$ cat config.mk
export PLATFORM = sky130hd
export DESIGN_NAME = frame_row_reader
export DESIGN_NICKNAME = d
export VERILOG_FILES = /design/src/rtl/frame_row_reader.sv
export SDC_FILE = /design/constraint.sdc
export NUM_CORES = 2
export LEC_CHECK = 0
export CAP_MARGIN = 20
export CORE_AREA = 2 2 511 513
export DETAILED_ROUTE_END_ITERATION = 7
export DIE_AREA = 0 0 513 515
export MAX_ROUTING_LAYER = met4
export SYNTH_ARGS = -nofsm -noshare
export SYNTH_HDL_FRONTEND = slang
export SYNTH_SLANG_ARGS = --single-unit
$ cat constraint.sdc
create_clock -name clk -period 11.5 [get_ports clk]
set_input_delay 2.3 -clock clk [delete_from_list [all_inputs] [get_ports clk]]
set_output_delay 2.3 -clock clk [all_outputs]
set_load 0.01 [all_outputs]
$ cat src/rtl/frame_row_reader.sv
// Read-side sequencer: walks a row span on the frame buffer's registered read port and
// streams rows over valid/ready. Optional READER_CONT_EN restarts the last span from DONE.
module frame_row_reader #(
  parameter int ROW_W    = 640,
  parameter int NUM_ROWS = 480,
  parameter int ADDR_W   = 9
) (
  input  logic              clk,
  input  logic              rst,
  input  logic              start,
  input  logic [ADDR_W-1:0] first_row,
  input  logic [ADDR_W-1:0] num_rows,
  input  logic              ram_full,
  output logic [ADDR_W-1:0] ram_addr,
  input  logic [ROW_W-1:0]  ram_data,
  output logic [ROW_W-1:0]  row_data,
  output logic [ADDR_W-1:0] row_idx,
  output logic              row_last,
  output logic              row_valid,
  input  logic              row_ready,
  output logic              busy,
  output logic              done,
  output logic              err_range
);

  localparam int QD = 3;
  localparam logic [ADDR_W:0]   NUM_ROWS_W = (ADDR_W+1)'(NUM_ROWS);
  localparam logic [ADDR_W-1:0] ONE_A      = 1;

  typedef enum logic [1:0] {S_IDLE, S_RUN, S_DONE} state_e;

  state_e            state_q, state_d;
  logic [ADDR_W-1:0] ram_addr_q, ram_addr_d;
  logic [ADDR_W-1:0] left_q, left_d;
  logic [ADDR_W-1:0] last_row_q, last_row_d;
  logic [ADDR_W-1:0] cap_idx_q, cap_idx_d;
  logic              a_q, a_d, b_q, b_d;
  logic              err_q, err_d;
  logic [ROW_W-1:0]  q_data_q [QD];
  logic [ROW_W-1:0]  q_data_d [QD];
  logic [ADDR_W-1:0] q_idx_q [QD];
  logic [ADDR_W-1:0] q_idx_d [QD];
  logic [QD-1:0]     q_last_q, q_last_d;
  logic [1:0]        q_cnt_q, q_cnt_d;
`ifdef READER_CONT_EN
  logic [ADDR_W-1:0] span_first_q, span_first_d;
  logic [ADDR_W-1:0] span_num_q, span_num_d;
`endif

  logic              launch;
  logic [ADDR_W-1:0] launch_first, launch_num;
  logic              xfer, issue, range_bad;
  logic [ADDR_W:0]   span_end;
  logic [2:0]        occ;
  logic [1:0]        wr;

  assign span_end  = {1'b0, first_row} + {1'b0, num_rows};
  assign range_bad = span_end > NUM_ROWS_W;
  assign xfer      = (q_cnt_q != 2'd0) && row_ready;
  // a_q: address on the port, b_q: row on ram_data. Both always land in the queue, so
  // issue only when every outstanding row still fits after this cycle's transfer.
  assign occ       = {1'b0, q_cnt_q} + {2'b00, a_q} + {2'b00, b_q} - {2'b00, xfer};
  assign issue     = (state_q == S_RUN) && (left_q != '0) && (occ <= 3'd2);

  always_ff @(posedge clk) begin
    if (rst) begin
      state_q    <= S_IDLE;
      ram_addr_q <= '0;
      left_q     <= '0;
      last_row_q <= '0;
      cap_idx_q  <= '0;
      a_q        <= 1'b0;
      b_q        <= 1'b0;
      err_q      <= 1'b0;
      q_last_q   <= '0;
      q_cnt_q    <= '0;
      for (int unsigned i = 0; i < QD; i++) begin
        q_data_q[i] <= '0;
        q_idx_q[i]  <= '0;
      end
`ifdef READER_CONT_EN
      span_first_q <= '0;
      span_num_q   <= '0;
`endif
    end else begin
      state_q    <= state_d;
      ram_addr_q <= ram_addr_d;
      left_q     <= left_d;
      last_row_q <= last_row_d;
      cap_idx_q  <= cap_idx_d;
      a_q        <= a_d;
      b_q        <= b_d;
      err_q      <= err_d;
      q_last_q   <= q_last_d;
      q_cnt_q    <= q_cnt_d;
      for (int unsigned i = 0; i < QD; i++) begin
        q_data_q[i] <= q_data_d[i];
        q_idx_q[i]  <= q_idx_d[i];
      end
`ifdef READER_CONT_EN
      span_first_q <= span_first_d;
      span_num_q   <= span_num_d;
`endif
    end
  end

  always_comb begin
    state_d      = state_q;
    launch       = 1'b0;
    launch_first = first_row;
    launch_num   = num_rows;
    err_d        = 1'b0;
    case (state_q)
      S_IDLE: begin
        if (start && ram_full) begin
          if (range_bad) err_d  = 1'b1;
          else           launch = 1'b1;
        end
      end
      S_RUN: begin
        if (xfer && q_last_q[0]) state_d = S_DONE;
      end
      S_DONE: begin
        state_d = S_IDLE;
`ifdef READER_CONT_EN
        if (ram_full) begin
          launch       = 1'b1;
          launch_first = span_first_q;
          launch_num   = span_num_q;
        end
`endif
      end
      default: state_d = S_IDLE;
    endcase
    if (launch) state_d = (launch_num == '0) ? S_DONE : S_RUN;
  end

  always_comb begin
    ram_addr_d = ram_addr_q;
    left_d     = left_q;
    last_row_d = last_row_q;
    cap_idx_d  = cap_idx_q;
    a_d        = 1'b0;
    b_d        = a_q;
`ifdef READER_CONT_EN
    span_first_d = launch ? launch_first : span_first_q;
    span_num_d   = launch ? launch_num   : span_num_q;
`endif
    if (launch && (launch_num != '0)) begin
      ram_addr_d = launch_first;
      left_d     = launch_num - ONE_A;
      last_row_d = launch_first + launch_num - ONE_A;
      cap_idx_d  = launch_first;
      a_d        = 1'b1;
    end else if (issue) begin
      ram_addr_d = ram_addr_q + ONE_A;
      left_d     = left_q - ONE_A;
      a_d        = 1'b1;
    end
    if (b_q) cap_idx_d = cap_idx_q + ONE_A;

    q_data_d = q_data_q;
    q_idx_d  = q_idx_q;
    q_last_d = q_last_q;
    wr       = q_cnt_q;
    if (xfer) begin
      for (int unsigned i = 0; i < QD - 1; i++) begin
        q_data_d[i] = q_data_q[i+1];
        q_idx_d[i]  = q_idx_q[i+1];
        q_last_d[i] = q_last_q[i+1];
      end
      wr = q_cnt_q - 2'd1;
    end
    if (b_q) begin
      q_data_d[wr] = ram_data;
      q_idx_d[wr]  = cap_idx_q;
      q_last_d[wr] = (cap_idx_q == last_row_q);
    end
    q_cnt_d = wr + {1'b0, b_q};
  end

  always_comb begin
    ram_addr  = ram_addr_q;
    row_data  = q_data_q[0];
    row_idx   = q_idx_q[0];
    row_last  = q_last_q[0];
    row_valid = (q_cnt_q != 2'd0);
    busy      = (state_q == S_RUN);
    done      = (state_q == S_DONE);
    err_range = err_q;
  end

endmodule

==> reports/results.ini <==
[outcome]
status=finished, final reports clean

[hold_path]
min_delay_path_depth=2
worst_hold_startpoint=q_data_q[1110]
hold_class=register to register
min_to=row_data[470]

[global_routing]
grt_pass1_wl_mm=435
grt_pass1_vias=67300
grt_max_degree=198
grt_overflow=0
grt.total_usage_pct=21.3
antenna_found_initial=82

[cells_and_area]
design_area_mm2=0.102
fin_nets=11800
area_growth_pct=20.3
nFillCells=26300
layout-drive-gt1-share_pct=3.86

[yosys]
synth_ff_type=dfxtp_1
ys_seq_area_share_pct=46.9
synth.most_common_cell=nand2_1
syn_inst=11100
async_flop_share_pct=0
syn_avg_cell_area_um2=7.64
yosys_warnings=0
synth_edf_count=0
synthesis.nets=11800
synth-seq-cells=1993
syn_area_mm2=0.0851
synth_top_cells_by_count=nand2_1 (3929), dfxtp_1 (1993), nor2_1 (1324)
synth_cell_types=59
synth_top_area_share_pct=46.9
synth.largest_area_cell=dfxtp_1
yosys-top-cells-area=dfxtp_1 (47%), nand2_1 (17%), a311oi_1 (13%), nor2_1 (5.8%), buf_4 (5.7%)

[pwr]
p_leak_uw=0.0325
ir_drop_uv=138
p_comb_share_pct=16.3
sequentialPowerShare_pct=43.6
p_switching_uw=5140
p_clk_share_pct=40.1
internal_power_uw=12000
sw_frac_of_total_pct=30.0
power.density_mw_per_mm2=167

[clocking]
numCtsBuffers=213
cts_root_buf=clkbuf_16
holdBufCountCts=0
clock-sinks=1993
ctsResizeCount=0
cts_tree=yes
htreeDepth=4
cts_max_path_buffers=3
post-cts-setup-buffers=0
insertion_delay_ns=0.89
clkTransAtPathRegs_ns=0.06

[placed_design]
port_buffers=1325
hpwl_mm=188
place.gp.congestion=0.871
placed_cell_area_mm2=0.0952

[routing]
drtIter0Drc=6923
drc=0
ant_nets=0
vias=76000
via_per_inst=5.14
routed_wl_mm=290
first_pass_iters=6
route.detailed.wl_per_inst_um=19.6

[setup_path]
r2r_cells=11
r2r_end=row_data[264]
path_cells=clkdlybuf4s50_1, nand2_4, inv_8, buf_4, buf_4, buf_4, buf_12, nand2_1, a311oi_1
critPathMaxStageDelay_ns=0.83
crit_top_cell=buf_4
worstPathRequired_ns=12.20
critPathBufInv=6
worst_ep_arrival_time_ns=7.72
end_kind=register
critical_path_class=primary input to register
worstPathMaxFanout=196
start_kind=primary input
reg2reg_from=q_cnt_q[0]
slowest_stage=buf_4
cp_top_family=buffers and inverters
reg2reg_slack_ns=5.26

[floorplanning]
initial_utilization_pct=32.9
rows=187
die_w_um=513
die_h_um=515
core_area_mm2=0.259
ios=1326
fp.dieArea_mm2=0.264

[timing]
min_period_ns=7.02
hold_viol_final=0
finalSetupTns_ns=0
relSlewSlack_pct=18.2
rsz0062_at_grt=no
finalMaxSlewViolations=0
tightest_slew_ns=1.23
max_freq_mhz=142
finalCritPeriodShare_pct=61.1
clock_skew_ns=0.0902
setup_viol=0

[job]
drv_cap=0

==> cell families (layout without fill, tap and decap cells) <==
group           after synthesis  in the layout  share of synthesized area [%]
simple gates               5330           5330                           23.7
compound gates             2081           2081                           18.3
flops                      1993           1993                           46.9
buf+inv                    1658           1839                           10.2
xor+xnor                     37             37                          0.381
fa+ha+maj                    34             34                          0.535
other cells                   0             71                              0
==> power groups by stage <==
stage	logic, uW	registers [uW]	clock network (uW)
detailed placement	2800	7620	0
floorplan	1780	7520	0
CTS	2810	7470	7030
finish	2800	7470	6870
global route	3020	7500	7310
global placement	2800	7620	0
==> placed cells by master, fill, tap and decap left out, types with 5 or more instances in the layout <==
cell | Yosys | routed
clkbuf_8 | 0 | 51
clkinv_16 | 0 | 11
nand2_1 | 3929 | 3926
nor2_1 | 1324 | 1324
buf_12 | 0 | 26
o311ai_0 | 6 | 6
o21ai_0 | 19 | 18
clkinvlp_4 | 0 | 5
dfxtp_1 | 1993 | 1993
clkbuf_1 | 947 | 55
xor2_1 | 9 | 9
buf_4 | 649 | 66
nand3_1 | 16 | 16
clkbuf_16 | 0 | 213
ha_1 | 30 | 30
xnor2_1 | 28 | 28
clkinv_2 | 0 | 33
inv_1 | 40 | 39
a31oi_1 | 5 | 5
nor2b_1 | 5 | 5
nor4_1 | 7 | 7
o2111ai_1 | 5 | 5
nor3_1 | 16 | 16
and3_1 | 9 | 9
clkdlybuf4s50_1 | 0 | 1324
nand2b_1 | 6 | 6
a311oi_1 | 1304 | 1304
a21oi_1 | 691 | 691
a211oi_1 | 18 | 18
diode_2 | 0 | 71
o31ai_1 | 5 | 5
==> per-stage QoR <==
stage,utilization [%],power (uW),std cells,hold slack (ns),setup slack (ns)
6_report,39.6,17100,14800,0.392,4.48
5_1_grt,39.6,17800,14800,0.419,4.27
2_1_floorplan,-,9310,11100,0.437,5.62
4_1_cts,39.5,17300,14700,0.381,4.70
3_3_place_gp,36.8,10400,14300,0.442,3.84
3_5_place_dp,36.8,10400,14300,0.447,3.80
==> worst max path at each step <==
stage	startpoint	end	slack (ns)	depth (start not counted)
after global placement	row_ready	q_data_q[920]	3.84	9
after global routing	row_ready	row_data[238]	4.27	9
after floorplan	row_ready	left_q[5]	5.62	17
after detailed placement	row_ready	row_data[274]	3.80	9
after CTS	row_ready	row_data[238]	4.70	9
final	row_ready	row_data[264]	4.48	9
==> cell type report <==
class | count | area [um^2] | share of cell area, %
Sequential cell | 1993 | 39900 | 39.0
Clock inverter | 60 | 741 | 0.724
Tap cell | 3402 | 4260 | 4.16
Clock buffer | 319 | 6240 | 6.09
Inverter | 42 | 165 | 0.161
Antenna cell | 71 | 178 | 0.174
Multi-Input combinational cell | 7482 | 36600 | 35.7
Timing Repair Buffer | 1418 | 14300 | 14.0
==> worst register-to-register path: cells and delay by family, from the launching register on <==
kind	cells	cell delay, ns
fa+ha+maj	1	0.31
buf+inv	7	4.00
flops	1	0.50
compound gates	1	0.32
simple gates	2	1.02
==> flip-flops by register name (all words and copies together), names as in the netlist <==
| name | flops |
|---|---|
| err_range | 1 |
| row_idx | 9 |
| cap_idx_q | 9 |
| state_q | 2 |
| a_q | 1 |
| last_row_q | 9 |
| row_data | 640 |
| ram_addr | 9 |
| b_q | 1 |
| q_last_q | 3 |
| left_q | 9 |
| q_idx_q | 18 |
| q_data_q | 1280 |
| q_cnt_q | 2 |
==> routing by layer <==
layer	global-route usage (%)	up-vias	wire, um
met1	27.8	36200	129000
met2	31.3	2283	128000
li1	-	37200	-
met5	-	-	0
met4	7.23	0	8300
met3	6.31	349	24600
Note: power is estimated with default switching activity, not from simulation.
